===== src/rtl/uart_tx_mmio.sv =====
// Memory-mapped 8N1 UART transmitter with a small TX FIFO, a bus responder beside RAM.
// Define UART_TX_BLOCKING_EN to stall DATA writes to a full FIFO instead of dropping them.
module uart_tx_mmio #(
  parameter int unsigned FIFO_DEPTH  = 4,
  parameter logic [15:0] DEFAULT_DIV = 16'd433
) (
  input  logic        clk,
  input  logic        reset,
  input  logic        sel,
  input  logic [29:0] addr,
  input  logic [31:0] wdata,
  input  logic [3:0]  we,
  input  logic        re,
  output logic [31:0] rdata,
  output logic        mem_ready,
  output logic        txd
);

  localparam int unsigned PtrW = (FIFO_DEPTH > 1) ? $clog2(FIFO_DEPTH) : 1;
  localparam int unsigned CntW = $clog2(FIFO_DEPTH) + 1;
  localparam logic [CntW-1:0] DepthCnt = CntW'(FIFO_DEPTH);

  localparam logic [1:0] AddrData   = 2'd0;
  localparam logic [1:0] AddrStatus = 2'd1;
  localparam logic [1:0] AddrDiv    = 2'd2;

  typedef enum logic [1:0] {StIdle, StStart, StData, StStop} state_e;

  // Shifter state
  state_e      state_q;
  logic [15:0] timer_q;
  logic [2:0]  bit_cnt_q;
  logic [7:0]  shift_q;
  logic        txd_q;

  // FIFO and register state
  logic [7:0]      fifo_mem_q [FIFO_DEPTH];
  logic [PtrW-1:0] wptr_q, wptr_d;
  logic [PtrW-1:0] rptr_q, rptr_d;
  logic [CntW-1:0] count_q, count_d;
  logic            ovf_q, ovf_d;
  logic [15:0]     div_q, div_d;
  logic [31:0]     rdata_q, rdata_d;
  logic            mem_ready_q, mem_ready_d;

  logic        fifo_full, fifo_empty, bit_tick, busy, pop;
  logic        req, data_push_req, can_push, accept, push, ovf_set, ovf_clr;
  logic [31:0] status_word;
  logic        unused_bits;

  assign unused_bits = ^{addr[29:2], wdata[31:16], we[3:2]};

  always_comb begin
    fifo_full  = (count_q == DepthCnt);
    fifo_empty = (count_q == '0);
    bit_tick   = (timer_q == 16'd0);
    busy       = (state_q != StIdle);
    // Popping from STOP lets the next frame start with no idle gap.
    pop        = !fifo_empty && ((state_q == StIdle) || ((state_q == StStop) && bit_tick));
    status_word = {24'd0, 4'(count_q), ovf_q, fifo_full, fifo_empty, busy};
  end

  always_comb begin
    req           = sel && (re || (we != 4'b0000)) && !mem_ready_q;
    data_push_req = req && (addr[1:0] == AddrData) && we[0];
    can_push      = !fifo_full || pop;
`ifdef UART_TX_BLOCKING_EN
    accept        = req && !(data_push_req && !can_push);
`else
    accept        = req;
`endif
    push          = accept && data_push_req && can_push;
    ovf_set       = accept && data_push_req && !can_push;
    ovf_clr       = accept && (addr[1:0] == AddrStatus) && we[0];
  end

  always_comb begin
    wptr_d      = wptr_q + PtrW'(push);
    rptr_d      = rptr_q + PtrW'(pop);
    count_d     = count_q + CntW'(push) - CntW'(pop);
    ovf_d       = ovf_q;
    if (ovf_clr) begin
      ovf_d = 1'b0;
    end else if (ovf_set) begin
      ovf_d = 1'b1;
    end

    div_d = div_q;
    if (accept && (addr[1:0] == AddrDiv)) begin
      if (we[0]) div_d[7:0]  = wdata[7:0];
      if (we[1]) div_d[15:8] = wdata[15:8];
    end

    rdata_d = 32'd0;
    if (accept && re) begin
      unique case (addr[1:0])
        AddrStatus: rdata_d = status_word;
        AddrDiv:    rdata_d = {16'd0, div_q};
        default:    rdata_d = 32'd0;
      endcase
    end
    mem_ready_d = accept;
  end

  always_ff @(posedge clk) begin
    if (reset) begin
      wptr_q      <= '0;
      rptr_q      <= '0;
      count_q     <= '0;
      ovf_q       <= 1'b0;
      div_q       <= DEFAULT_DIV;
      rdata_q     <= 32'd0;
      mem_ready_q <= 1'b0;
    end else begin
      wptr_q      <= wptr_d;
      rptr_q      <= rptr_d;
      count_q     <= count_d;
      ovf_q       <= ovf_d;
      div_q       <= div_d;
      rdata_q     <= rdata_d;
      mem_ready_q <= mem_ready_d;
    end
  end

  always_ff @(posedge clk) begin
    if (push) begin
      fifo_mem_q[wptr_q] <= wdata[7:0];
    end
  end

  // Shifter FSM; the bit timer reloads from DIV at every state or bit transition.
  always_ff @(posedge clk) begin
    if (reset) begin
      state_q   <= StIdle;
      timer_q   <= 16'd0;
      bit_cnt_q <= 3'd0;
      shift_q   <= 8'd0;
      txd_q     <= 1'b1;
    end else begin
      unique case (state_q)
        StIdle: begin
          if (pop) begin
            state_q <= StStart;
            timer_q <= div_q;
            shift_q <= fifo_mem_q[rptr_q];
            txd_q   <= 1'b0;
          end
        end
        StStart: begin
          if (bit_tick) begin
            state_q   <= StData;
            timer_q   <= div_q;
            bit_cnt_q <= 3'd0;
            txd_q     <= shift_q[0];
          end else begin
            timer_q <= timer_q - 16'd1;
          end
        end
        StData: begin
          if (bit_tick) begin
            timer_q <= div_q;
            if (bit_cnt_q == 3'd7) begin
              state_q <= StStop;
              txd_q   <= 1'b1;
            end else begin
              bit_cnt_q <= bit_cnt_q + 3'd1;
              shift_q   <= {1'b0, shift_q[7:1]};
              txd_q     <= shift_q[1];
            end
          end else begin
            timer_q <= timer_q - 16'd1;
          end
        end
        StStop: begin
          if (bit_tick) begin
            if (pop) begin
              state_q <= StStart;
              timer_q <= div_q;
              shift_q <= fifo_mem_q[rptr_q];
              txd_q   <= 1'b0;
            end else begin
              state_q <= StIdle;
            end
          end else begin
            timer_q <= timer_q - 16'd1;
          end
        end
        default: state_q <= StIdle;
      endcase
    end
  end

  assign rdata     = rdata_q;
  assign mem_ready = mem_ready_q;
  assign txd       = txd_q;

endmodule


===== config.mk =====
export PLATFORM = sky130hd
export DESIGN_NAME = uart_tx_mmio
export DESIGN_NICKNAME = d
export VERILOG_FILES = /design/src/rtl/uart_tx_mmio.sv
export SDC_FILE = /design/constraint.sdc
export NUM_CORES = 1
export LEC_CHECK = 0
export CAP_MARGIN = 20
export CELL_PAD_IN_SITES_DETAIL_PLACEMENT = 0
export CELL_PAD_IN_SITES_GLOBAL_PLACEMENT = 1
export CORE_UTILIZATION = 44
export CTS_BUF_LIST = sky130_fd_sc_hd__clkbuf_2 sky130_fd_sc_hd__clkbuf_4 sky130_fd_sc_hd__clkbuf_8
export DETAILED_ROUTE_END_ITERATION = 7
export PLACE_DENSITY_LB_ADDON = 0.12
export SLEW_MARGIN = 30
export SYNTH_ARGS = -nofsm -noshare
export SYNTH_HDL_FRONTEND = slang
export SYNTH_SLANG_ARGS = --single-unit

===== constraint.sdc =====
create_clock -name clk -period 4.9 [get_ports clk]
set_input_delay 0.98 -clock clk [delete_from_list [all_inputs] [get_ports clk]]
set_output_delay 0.98 -clock clk [all_outputs]
set_load 0.03 [all_outputs]

==> qor.csv <==
metric,value,unit
status,"finished, final reports clean",
vias,3540,
reg-to-reg endpoint,count_q[2],
clk sink count,103,
Combinational Power Share,48.5,%
Post-DP Area,5454,um^2
Detailed Route Iter0 Violations,209,
drt first pass iters,4,
Tot GR Track Use,20.67,%
Max-slew headroom,44.17,%
# resized after CTS,0,
Die X-Extent,109.2,um
Clock Skew,0.01769,ns
die area,11920,um^2
final setup vio count,0,
top cell type by total area after synthesis,dfxtp_1,
Setup crit end,count_q[2],
Peak VDD IR,261.0,uV
Synth top area share,28.11,%
period utilization,76.81,%
Yosys warnings,0,
Synth area leaders,"dfxtp_1 (28%), edfxtp_1 (19%), mux2i_1 (4.4%), ha_1 (3.7%), mux4_2 (3.6%)",
filler cell count,1020,
register bit total from synthesis,103,
sequential power share,34.6,%
IO Pins,104,
post-CTS setup buffers,0,
DRC violations left,0,
Startpoint Class,flip-flop,
Initial Util,45.84,%
max_cap viols,0,
Worst EP arrival,4.03,ns
number of global-route vias before repair,3493,
largest net degree at the start of global routing,33,
Crit path largest cell delay,0.63,ns
"Reg clk slew, reported paths",0.12,ns
DP HPWL,7674,um
wire length of the first global-routing pass,18210,um
PwrDens,567.2,nW/um^2
core box area,11030,um^2
number of H-tree levels,3,
min Tclk post-route,3.764,ns
crit end category,flip-flop,
min-delay worst type,reg -> reg,
FF-to-FF path depth,13,
final core occ,51.20,%
Die H,109.2,um
Worst path slowest cell,a2bb2oi_4,
R2R setup slack,1.14,ns
Root Driver,clkbuf_8,
std cell rows,38,
WHS,0.4987,ns
sequential element share of the synthesized area,47.12,%
"Clk Latency, worst-skew pair",0.41,ns
unrepaired setup endpoints after global routing,no,
CP Cell Sequence,inv_1 > ha_1 > nor3b_1 > nand4_4 > a2bb2oi_4 > inv_1 > ha_1 > inv_1 > ha_1 > fa_1 > xnor2_1 > xnor2_1 > nor2_1,
I/O Buffers,43,
Synth cell types,66,
average size of a mapped cell,10.47,um^2
Least-Margin Pin Slew,0.8375,ns
total negative setup slack,0,ns
number of synthesized flops with an enable pin,32,
fin nets,595,
Post-CTS Hold Fix Bufs,0,
ys flop type,dfxtp_1,
clock buffer depth,2,
Synth Cell Area,5056,um^2
sw power,1.388,mW
diode count,0,
Syn-to-layout area delta,11.71,%
Highest Clock Rate,265.7,MHz
Worst Setup SP,timer_q[0],
Clk network pwr share,16.9,%
Syn Inst Count,483,
required time worst endpoint,5.17,ns
initial antenna violation count,0,
fin area,5648,um^2
crit path max fanout,20,
mean routed wirelength per cell,17.11,um
fraction of registers with async set or reset after synthesis,0,%
Routed Wire Length,11190,um
share of layout cells above drive strength 1,8.949,%
vias per cell,5.413,
grt total ovfl,0,
CTS tree,yes,
final count of pins violating max slew,0,
Detail Route Antenna Nets,0,
RePlAce Congestion,0.7571,
worst r2r src,timer_q[0],
sw frac,43.33,%
number of buffers created by CTS,9,
Static Leak,2.058,nW
critical path class,reg -> reg,
final hold violation count,0,
internal power,1.815,mW
metrics by stage:
stage,cells,worst slack (ns),power (mW)
6_report,654,1.136,3.204
4_1_cts,654,1.102,3.228
3_3_place_gp,638,1.179,2.647
2_1_floorplan,498,1.829,2.458
5_1_grt,654,0.9536,3.442
3_5_place_dp,638,1.138,2.681
routing by layer:
layer	track usage [%]	up-vias	part of all wire (%)
met5	0	-	0
met4	7.714	0	1.4
met3	5.260	16	4.0
met2	31.54	80	45
met1	28.18	1678	50
li1	-	1766	-
layout make-up:
class	count	area [um^2]	share of cell area [%]
Clock buffer	9	123.9	2.193
Timing Repair Buffer	47	460.4	8.152
Inverter	16	60.06	1.063
Clock inverter	7	70.07	1.241
Tap cell	140	175.2	3.101
Sequential cell	103	2382	42.18
Multi-Input combinational cell	332	2376	42.07
cells in the final DEF (no fill, tap or decap), types with 7 or more instances in the layout:
cell type        synthesis  routed
dfxtp_1                 71      71
nand2_1                 46      46
clkdlybuf4s50_1          0      43
nor2_1                  33      33
edfxtp_1                32      32
a21oi_1                 25      25
mux2i_1                 22      22
conb_1                   1      16
inv_1                   15      15
nand3_1                 15      15
ha_1                    15      15
xnor2_1                 12      12
and2_1                  10      10
o21ai_0                  9       9
clkbuf_8                 0       9
nor2b_1                  8       8
nor3_1                   8       8
mux4_2                   8       8
a22oi_1                  7       7
power groups by stage:
stage               Clock [mW]  Sequential [mW]  Combinational (mW)
floorplan                    0             1.08                1.37
global placement             0             1.13                1.52
global route             0.592             1.13                1.72
CTS                      0.563             1.11                1.56
detailed placement           0             1.13                1.55
finish                   0.542             1.11                1.55
cells by family after synthesis:
logic type,synth area share [%]
simple gates,17.20
flops,47.12
compound gates,13.54
buf+inv,7.003
mux,8.364
fa+ha+maj,4.108
xor+xnor,2.598
other cells,0.07417
cells in the mapped netlist (3+ instances only):
cell	count
nor2_1	33
dfxtp_1	71
a32oi_1	3
ha_1	15
nor2b_1	8
nand4_1	6
buf_2	4
xnor2_1	12
a22oi_1	7
a211oi_1	5
mux4_2	8
nand3b_1	5
buf_6	6
nand3_1	15
inv_1	15
o22ai_1	5
nor3_1	8
nor4_4	3
a21o_1	3
o21ai_0	9
edfxtp_1	32
a211oi_2	3
o32ai_1	6
nand2_1	46
buf_1	3
nand2b_1	3
and2_1	10
mux2i_1	22
buf_4	18
a21oi_1	25
nor3b_1	5
and3_1	5
xor2_1	3
clkbuf_1	16
registers in the layout (all words and copies together) (netlist names):
name        flops
bit_cnt_q       3
count_q         3
div_q          16
fifo_mem_q     32
mem_ready       1
ovf_q           1
rdata          16
rptr_q          2
shift_q         8
state_q         2
timer_q        16
txd             1
wptr_q          2
critical path, delay by kind of cell (launching register included):
family                   cells  cell delay [ns]
AO/OA/AOI/OAI                1             0.63
adder cells (fa/ha/maj)      4             1.25
buffers and inverters        3             0.39
XOR/XNOR                     2             0.32
AND/OR/NAND/NOR              3             0.56
flip-flops                   1             0.47
worst min-delay path by stage:
stage | startpoint | to | depth (start not counted)
4_1_cts | div_q[15] | div_q[15] | 2
6_report | div_q[15] | div_q[15] | 2
5_1_grt | div_q[11] | div_q[11] | 2
3_3_place_gp | bit_cnt_q[1] | bit_cnt_q[1] | 1
3_5_place_dp | div_q[15] | div_q[15] | 2
2_1_floorplan | bit_cnt_q[1] | bit_cnt_q[1] | 1
(Power assumes the default switching activity.)
